==> src/rtl/seq_divider.sv <==
// -----------------------------------------------------------------------------
// seq_divider
// Multi-cycle restoring divider. Each operation is accepted through a
// valid/ready handshake. The divider then produces one quotient bit per clock,
// MSB first. The result is returned through a second valid/ready handshake.
// With SIGNED=1 the operands are two's complement and the results truncate
// toward zero, so the remainder takes the sign of the dividend.
//
// Parameters
//   WIDTH   operand/result width in bits (4..32)
//   SIGNED  0 = unsigned operands, 1 = two's-complement operands
//
// Ports
//   CLK          system clock; all state updates on the rising edge
//   RESET        asynchronous active-low reset
//   in_valid     numer/denom valid
//   in_ready     divider can accept an operation (registered, high only in IDLE)
//   numer        dividend
//   denom        divisor
//   out_valid    quotient/remain/div_by_zero valid
//   out_ready    consumer accepts the result
//   quotient     quotient
//   remain       remainder
//   div_by_zero  denom was zero for this result
// -----------------------------------------------------------------------------
module seq_divider #(
    parameter int WIDTH  = 16,
    parameter bit SIGNED = 1'b0
) (
    input  logic             CLK,
    input  logic             RESET,
    input  logic             in_valid,
    output logic             in_ready,
    input  logic [WIDTH-1:0] numer,
    input  logic [WIDTH-1:0] denom,
    output logic             out_valid,
    input  logic             out_ready,
    output logic [WIDTH-1:0] quotient,
    output logic [WIDTH-1:0] remain,
    output logic             div_by_zero
);

    localparam int CW = (WIDTH > 1) ? $clog2(WIDTH) : 1;

    typedef enum logic [1:0] {
        IDLE = 2'd0,
        CALC = 2'd1,
        FIX  = 2'd2,
        DONE = 2'd3
    } state_t;

    state_t           state_reg, state_next;
    logic [CW-1:0]    cnt_reg, cnt_next;
    logic [WIDTH-1:0] prem_reg, prem_next;     // partial remainder
    logic [WIDTH-1:0] quo_reg, quo_next;       // dividend bits shift out, quotient bits shift in
    logic [WIDTH-1:0] dvs_reg, dvs_next;       // divisor magnitude
    logic [WIDTH-1:0] numer_reg, numer_next;   // original dividend bits (needed for the zero-divisor remainder)
    logic             qneg_reg, qneg_next;
    logic             rneg_reg, rneg_next;
    logic             dbz_reg, dbz_next;
    logic             in_ready_reg, in_ready_next;
    logic             out_valid_reg, out_valid_next;
    logic [WIDTH-1:0] quotient_reg, quotient_next;
    logic [WIDTH-1:0] remain_reg, remain_next;
    logic             div_by_zero_reg, div_by_zero_next;

    // Operand magnitudes and signs. The magnitudes are WIDTH-bit unsigned
    // values, so |-2^(WIDTH-1)| = 2^(WIDTH-1) is still represented exactly.
    logic             numer_neg, denom_neg;
    logic [WIDTH-1:0] numer_mag, denom_mag;

    generate
        if (SIGNED) begin : g_signed
            assign numer_neg = numer[WIDTH-1];
            assign denom_neg = denom[WIDTH-1];
            assign numer_mag = numer_neg ? -numer : numer;
            assign denom_mag = denom_neg ? -denom : denom;
        end else begin : g_unsigned
            assign numer_neg = 1'b0;
            assign denom_neg = 1'b0;
            assign numer_mag = numer;
            assign denom_mag = denom;
        end
    endgenerate

    // One restoring step. The previous partial remainder is always below the
    // divisor, so after shifting in one dividend bit it fits in WIDTH+1 bits.
    // The top bit of the difference therefore acts as the borrow.
    logic [WIDTH:0] shifted;
    logic [WIDTH:0] diff;

    assign shifted = {prem_reg, quo_reg[WIDTH-1]};
    assign diff    = shifted - {1'b0, dvs_reg};

    always_ff @(posedge CLK or negedge RESET) begin
        if (!RESET) begin
            state_reg       <= IDLE;
            cnt_reg         <= '0;
            prem_reg        <= '0;
            quo_reg         <= '0;
            dvs_reg         <= '0;
            numer_reg       <= '0;
            qneg_reg        <= 1'b0;
            rneg_reg        <= 1'b0;
            dbz_reg         <= 1'b0;
            in_ready_reg    <= 1'b0;
            out_valid_reg   <= 1'b0;
            quotient_reg    <= '0;
            remain_reg      <= '0;
            div_by_zero_reg <= 1'b0;
        end else begin
            state_reg       <= state_next;
            cnt_reg         <= cnt_next;
            prem_reg        <= prem_next;
            quo_reg         <= quo_next;
            dvs_reg         <= dvs_next;
            numer_reg       <= numer_next;
            qneg_reg        <= qneg_next;
            rneg_reg        <= rneg_next;
            dbz_reg         <= dbz_next;
            in_ready_reg    <= in_ready_next;
            out_valid_reg   <= out_valid_next;
            quotient_reg    <= quotient_next;
            remain_reg      <= remain_next;
            div_by_zero_reg <= div_by_zero_next;
        end
    end

    always_comb begin
        state_next       = state_reg;
        cnt_next         = cnt_reg;
        prem_next        = prem_reg;
        quo_next         = quo_reg;
        dvs_next         = dvs_reg;
        numer_next       = numer_reg;
        qneg_next        = qneg_reg;
        rneg_next        = rneg_reg;
        dbz_next         = dbz_reg;
        in_ready_next    = in_ready_reg;
        out_valid_next   = out_valid_reg;
        quotient_next    = quotient_reg;
        remain_next      = remain_reg;
        div_by_zero_next = div_by_zero_reg;

        case (state_reg)
            IDLE: begin
                // in_ready comes up one edge after reset release, or after a
                // result has been consumed.
                in_ready_next = 1'b1;
                if (in_valid && in_ready_reg) begin
                    in_ready_next = 1'b0;
                    prem_next     = '0;
                    quo_next      = numer_mag;
                    dvs_next      = denom_mag;
                    numer_next    = numer;
                    qneg_next     = numer_neg ^ denom_neg;
                    rneg_next     = numer_neg;
                    dbz_next      = (denom == '0);
                    cnt_next      = '0;
                    state_next    = (denom == '0) ? FIX : CALC;
                end
            end

            CALC: begin
                if (diff[WIDTH]) begin
                    prem_next = shifted[WIDTH-1:0];   // restore
                end else begin
                    prem_next = diff[WIDTH-1:0];
                end
                quo_next = {quo_reg[WIDTH-2:0], ~diff[WIDTH]};
                if (cnt_reg == CW'(WIDTH - 1)) begin
                    cnt_next   = '0;
                    state_next = FIX;
                end else begin
                    cnt_next = cnt_reg + CW'(1);
                end
            end

            FIX: begin
                if (dbz_reg) begin
                    quotient_next = '1;
                    remain_next   = numer_reg;
                end else begin
                    // The signed overflow case (-2^(WIDTH-1) / -1) needs no
                    // special handling here. Its magnitude quotient 2^(WIDTH-1)
                    // is positive, and that value reads back as -2^(WIDTH-1).
                    quotient_next = qneg_reg ? -quo_reg : quo_reg;
                    remain_next   = rneg_reg ? -prem_reg : prem_reg;
                end
                div_by_zero_next = dbz_reg;
                out_valid_next   = 1'b1;
                state_next       = DONE;
            end

            DONE: begin
                // Result registers keep their values after the handshake.
                if (out_valid_reg && out_ready) begin
                    out_valid_next = 1'b0;
                    in_ready_next  = 1'b1;
                    state_next     = IDLE;
                end
            end

            default: begin
                state_next = IDLE;
            end
        endcase
    end

    assign in_ready    = in_ready_reg;
    assign out_valid   = out_valid_reg;
    assign quotient    = quotient_reg;
    assign remain      = remain_reg;
    assign div_by_zero = div_by_zero_reg;

endmodule

==> config.mk <==
export PLATFORM = sky130hd
export DESIGN_NAME = seq_divider
export DESIGN_NICKNAME = d
export VERILOG_FILES = /design/src/rtl/seq_divider.sv
export SDC_FILE = /design/constraint.sdc
export NUM_CORES = 1
export LEC_CHECK = 0
export CAP_MARGIN = 10
export CORE_MARGIN = 2
export CORE_UTILIZATION = 50
export CTS_CLUSTER_DIAMETER = 80
export CTS_CLUSTER_SIZE = 16
export DETAILED_ROUTE_END_ITERATION = 7
export PLACE_DENSITY_LB_ADDON = 0.05
export SLEW_MARGIN = 5
export SYNTH_ARGS = -nofsm -noshare
export SYNTH_HDL_FRONTEND = slang
export SYNTH_SLANG_ARGS = --single-unit
export TNS_END_PERCENT = 100
==> constraint.sdc <==
create_clock -name CLK -period 8.5 [get_ports CLK]
set_clock_uncertainty 0.15 [all_clocks]
set_input_delay 2.125 -clock CLK [delete_from_list [all_inputs] [get_ports CLK]]
set_output_delay 2.125 -clock CLK [all_outputs]
set_load 0.05 [all_outputs]
==> results.json, run 1 <==
{
  "rr_worst_depth": 7,
  "die_area_um2": 11970,
  "crit_chain": "clkdlybuf4s50_1 > nand3_2 > a21oi_1 > or2b_2 > mux2i_2 > a221o_1",
  "ant_nets": 0,
  "drtPass1Iterations": 4,
  "routed_via_density": 5.605,
  "critPathMaxFanout": 38,
  "cp.depth": 6,
  "die_x_um": 109.4,
  "fmax_mhz": 188.4,
  "root_buffer": "clkbuf_8",
  "path_buf_inv": 1,
  "synthTopCellsByCount": "dfrtp_1 (106), nor2_1 (59), a21oi_1 (53), nand2_1 (36)",
  "cts_resized": 0,
  "cp_top_family": "simple AND/OR/NAND/NOR gates",
  "first_global_vias": 4096,
  "wire_per_inst_um": 17.42,
  "synth_nets": 600,
  "drv_slew": 0,
  "cts_tree": "done",
  "setup_viol": 0,
  "cts-buffers-inserted": 9,
  "synth_edf_count": 0,
  "synthCells": 542,
  "outcome": "finished, final reports clean",
  "syn_area_per_cell_um2": 10.25,
  "slowest_delay_ns": 0.81,
  "synth_area_leader_cell": "dfrtp_1",
  "initial_core_util": 0.5125,
  "ir_drop_mv": 0.2541,
  "leakage_nw": 2.853,
  "fp.dieH_um": 109.4,
  "cts.htree.levels": 3,
  "overflow": 0,
  "hold_path_depth": 1,
  "ys_types": 58,
  "clock_latency_ns": 0.38,
  "yosys_most_used_dff": "dfrtp_1",
  "required_ns": 8.66,
  "slew_headroom": 0.3031,
  "grt_use_total": 0.2304,
  "fillCellCount": 964,
  "synthArstFlopShare": 1.000,
  "start_kind": "input port",
  "gp_congestion": 0.9050,
  "post-dp-hpwl_um": 9247,
  "yosysMostFrequentCell": "dfrtp_1",
  "clk_pin_slew_ns": 0.10,
  "rows": 38,
  "ys_ff_latch": 106,
  "boundaryPins": 71,
  "end_kind": "flip-flop",
  "n_antenna_cell": 0,
  "cts_sinks": 106,
  "port-buffer-count": 70,
  "slowest_stage": "a21oi_1",
  "post_cts_buffers": 0,
  "nets": 657,
  "fin_crit_sh": 0.6245,
  "rsz0062_at_grt": "false",
  "syn_to_final_growth_pct": 17.77,
  "synth-seq-area-share": 0.4775,
  "powerDensity_nw_per_um2": 430.0,
  "yosys.area.top_type_share": 0.4775,
  "path_class": "input port to flip-flop",
  "tns_ns": 0,
  "vias": 4170,
  "layout-drive-gt1-share": 0.1142,
  "synth_area_um2": 5555,
  "cts_buffer_depth": 2,
  "dp_cells": 727,
  "crit_arrival_ns": 5.47,
  "core_um2": 10840,
  "ys_warn_count": 0,
  "fin_cells": 744,
  "ctsHoldBuffers": 0,
  "drc_errors": 0,
  "antenna_found_initial": 0,
  "hold_violations": 0,
  "tightest_slew_ns": 1.045,
  "hold_path.class": "flip-flop to flip-flop",
  "finalWirelength_um": 12960,
  "fin_crit_ns": 5.309,
  "drt-initial-drc-count": 289,
  "maxCapViolCount": 0,
  "grt_first_pass_wirelength_um": 21120,
  "grt_max_degree": 84,
  "synth.area.top_cells": "dfrtp_1 (48%), mux2_2 (6.7%), mux2i_1 (5.9%), a21oi_1 (4.8%), ha_1 (4.7%)"
}
[per-stage QoR]
stage                     hold slack (ns)  setup WS [ns]  utilization  instance area, um^2  power, mW
after floorplan                    0.3218          4.777            -                 5555      2.062
after global placement             0.3370          2.909       0.5854                 6346      2.489
after detailed placement           0.3439          2.762       0.5854                 6346      2.521
after CTS                          0.3668          3.160       0.6017                 6523      2.819
after global routing               0.3742          2.961       0.6035                 6543      3.035
final                              0.3630          3.191       0.6035                 6543      2.813
[power by group]
group / internal, mW / switching (mW) / total (mW)
Combinational: 0.633 / 0.982 / 1.61
Sequential: 0.737 / 0.171 / 0.908
Clock: 0.110 / 0.180 / 0.290
Total: 1.48 / 1.33 / 2.81
[per-layer routing]
metal,part of all wire,track usage,vias up,wire (um)
met5,0,0,-,0
met1,0.48,0.3335,2037,6160
li1,-,-,2034,-
met2,0.47,0.3558,87,6110
met4,0.013,0.07143,0,167
met3,0.040,0.03794,12,522
[final cells by class]
type                    instances  area (um^2)  area share
clock inverters                 6        48.80    0.007458
multi-input cells             384         2704      0.4133
inverters                      23        86.33     0.01320
clock buffers                  10        127.6     0.01951
repair buffers                 75        748.2      0.1144
flip-flops and latches        106         2653      0.4054
well taps                     140        175.2     0.02677
[cell usage in the layout, fill, tap and decap left out, drive strengths merged, types with 2 or more instances in the layout]
master and count:
a21o 7, and2 19, clkbuf 10, clkdlybuf4s50 69, mux2i 34, buf 6, xor2 6, a21oi 53
a21boi 2, clkinvlp 2, dfrtp 106, nand3 8, nand2b 4, and3 2, a221o 14, o21ai 31
nand3b 2, ha 21, xnor2 7, a31oi 2, nor2 59, o211ai 7, mux2 33, nor3 3
nor4 5, nand2 37, inv 26, a221oi 2, nand4 4
[cells by family (layout without fill, tap and decap cells)]
logic type,after synthesis,count (layout),share of synthesized area
buffers and inverters,52,114,0.03919
multiplexers,67,67,0.1288
adder cells (fa/ha/maj),22,22,0.05090
AO/OA/AOI/OAI,131,131,0.1552
flip-flops,106,106,0.4775
XOR/XNOR,13,13,0.02050
AND/OR/NAND/NOR,151,151,0.1279
[final timing paths]
check	start	end	slack, ns
min	dvs_reg[2]	dvs_reg[2]	0.36
max reg2reg	state_reg[0]	prem_reg[13]	4.58
min in group asynchronous	RESET	dbz_reg	1.48
max in group asynchronous	RESET	prem_reg[1]	5.37
min reg2reg	dvs_reg[2]	dvs_reg[2]	0.36
max	in_valid	prem_reg[13]	3.19
No activity file was read; power rests on OpenSTA's default activity.
==> inputs of run 2 (changes only) <==
==> constraint.sdc (replaced) <==
create_clock -name CLK -period 5.4 [get_ports CLK]
set_clock_uncertainty 0.15 [all_clocks]
set_input_delay 1.35 -clock CLK [delete_from_list [all_inputs] [get_ports CLK]]
set_output_delay 1.35 -clock CLK [all_outputs]
set_load 0.05 [all_outputs]
==> run 2 against run 1 <==
- die area unchanged
- cell count increased by 0.13%
- clock power increased by 110%
- non-clock buffer count increased by 1
- largest power group unchanged
- highest routed layer unchanged
==> results.json, run 2 (synthesis gave the netlist of run 1 again) <==
{
  "ir_drop_mv": 0.4402,
  "grtUsageMet3": 0.04801,
  "hold_path_depth": 1,
  "path_class": "input port to flip-flop",
  "die_area_um2": 11970,
  "r2r_start": "quo_reg[15]",
  "grt_max_degree": 77,
  "slew_headroom": 0.3378,
  "rows": 38,
  "hold_violations": 0,
  "tns_ns": 0,
  "port-buffer-count": 70,
  "nets": 658,
  "slowest_delay_ns": 0.65,
  "rsz0062_at_grt": "false",
  "cts_sinks": 106,
  "syn_to_final_growth_pct": 19.35,
  "start_kind": "input port",
  "finalWirelength_um": 12890,
  "drt-initial-drc-count": 275,
  "multiInputGateArea_um2": 2704,
  "grt_use_total": 0.2339,
  "clk_pin_slew_ns": 0.10,
  "routed_via_density": 5.659,
  "crit_chain": "clkdlybuf4s50_1 > nand3_2 > a21oi_1 > or2b_2 > mux2i_2 > a221o_2",
  "slowest_stage": "mux2i_2",
  "end_kind": "flip-flop",
  "tightest_slew_ns": 0.9933,
  "cts_buffer_depth": 2,
  "vias": 4216,
  "fin_crit_sh": 0.6633,
  "first_global_vias": 4148,
  "top_usage_layer": "met2",
  "total_power_mw": 4.554,
  "clock_latency_ns": 0.38,
  "rr_worst_depth": 10,
  "post_cts_buffers": 0,
  "worstReg2RegEnd": "prem_reg[5]",
  "maxCapViolCount": 0,
  "regArea_um2": 2653,
  "die_x_um": 109.4,
  "fin_crit_ns": 3.582,
  "final_common_cell": "dfrtp_1",
  "grt_first_pass_wirelength_um": 21290,
  "setup_viol": 0,
  "antenna_found_initial": 0,
  "post-place-ws_ns": 1.413,
  "fmax_mhz": 279.2,
  "r2r_slack_ns": 2.15,
  "wire_per_inst_um": 17.31,
  "root_buffer": "clkbuf_8",
  "cts_resized": 0,
  "min_from": "numer_reg[0]",
  "crit_arrival_ns": 3.76,
  "hold_ws_ns": 0.3620,
  "final_util": 0.6116,
  "holdPathEnd": "numer_reg[0]",
  "setup_ws_ns": 1.818,
  "required_ns": 5.58,
  "critPathMaxFanout": 14,
  "use_met2": 0.3695,
  "drv_slew": 0,
  "path_buf_inv": 1,
  "powerDensity_nw_per_um2": 686.9,
  "cp_top_family": "compound AO/OA/AOI/OAI gates",
  "ant_nets": 0,
  "post-dp-hpwl_um": 9134,
  "overflow": 0,
  "fillCellCount": 945,
  "core_um2": 10840,
  "gp_congestion": 0.9107,
  "outcome": "finished, final reports clean",
  "boundaryPins": 71,
  "drtPass1Iterations": 4,
  "met1_usage": 0.3222,
  "most-common-layout-cells": "dfrtp_1 (106), clkdlybuf4s50_1 (69), nor2_1 (59), a21oi_1 (53), nand2_1 (36)",
  "initial_core_util": 0.5125,
  "cts.htree.levels": 3,
  "drc_errors": 0,
  "cts_tree": "done",
  "cts-buffers-inserted": 9,
  "leakage_nw": 2.899,
  "layout-drive-gt1-share": 0.1174,
  "hold_path.class": "flip-flop to flip-flop",
  "ctsHoldBuffers": 0,
  "fp.dieH_um": 109.4,
  "n_antenna_cell": 0
}
run 2: cell type report:
cell class,count,share of cell area
clock buffer,10,0.02076
clock inverter,6,0.01680
inverter,23,0.01302
multi-input combinational,384,0.4078
tap,140,0.02642
timing repair buffer,76,0.1151
sequential,106,0.4001
run 2: worst max path at each step:
stage,startpoint,to,depth (start not counted)
2_1_floorplan,in_valid,prem_reg[10],6
3_3_place_gp,in_valid,cnt_reg[3],7
3_5_place_dp,in_valid,cnt_reg[2],7
4_1_cts,in_valid,cnt_reg[2],7
5_1_grt,in_valid,prem_reg[13],6
6_report,in_valid,prem_reg[5],6
run 2: per-stage QoR:
step	cells	area, um^2
2_1_floorplan	542	5555
3_3_place_gp	728	6354
3_5_place_dp	728	6354
4_1_cts	744	6603
5_1_grt	745	6630
6_report	745	6630
run 2: report_power, final:
group | switching (mW) | total [mW] | internal (mW)
sequential | 0.267 | 1.43 | 1.16
clock | 0.275 | 0.597 | 0.321
combinational | 1.53 | 2.53 | 1.00
total | 2.07 | 4.55 | 2.48
run 2: layer usage:
metal / wire length (um) / vias up
met5: 0 / -
met1: 6091 / 2073
li1: - / 2048
met3: 440 / 16
met4: 204 / 0
met2: 6157 / 79
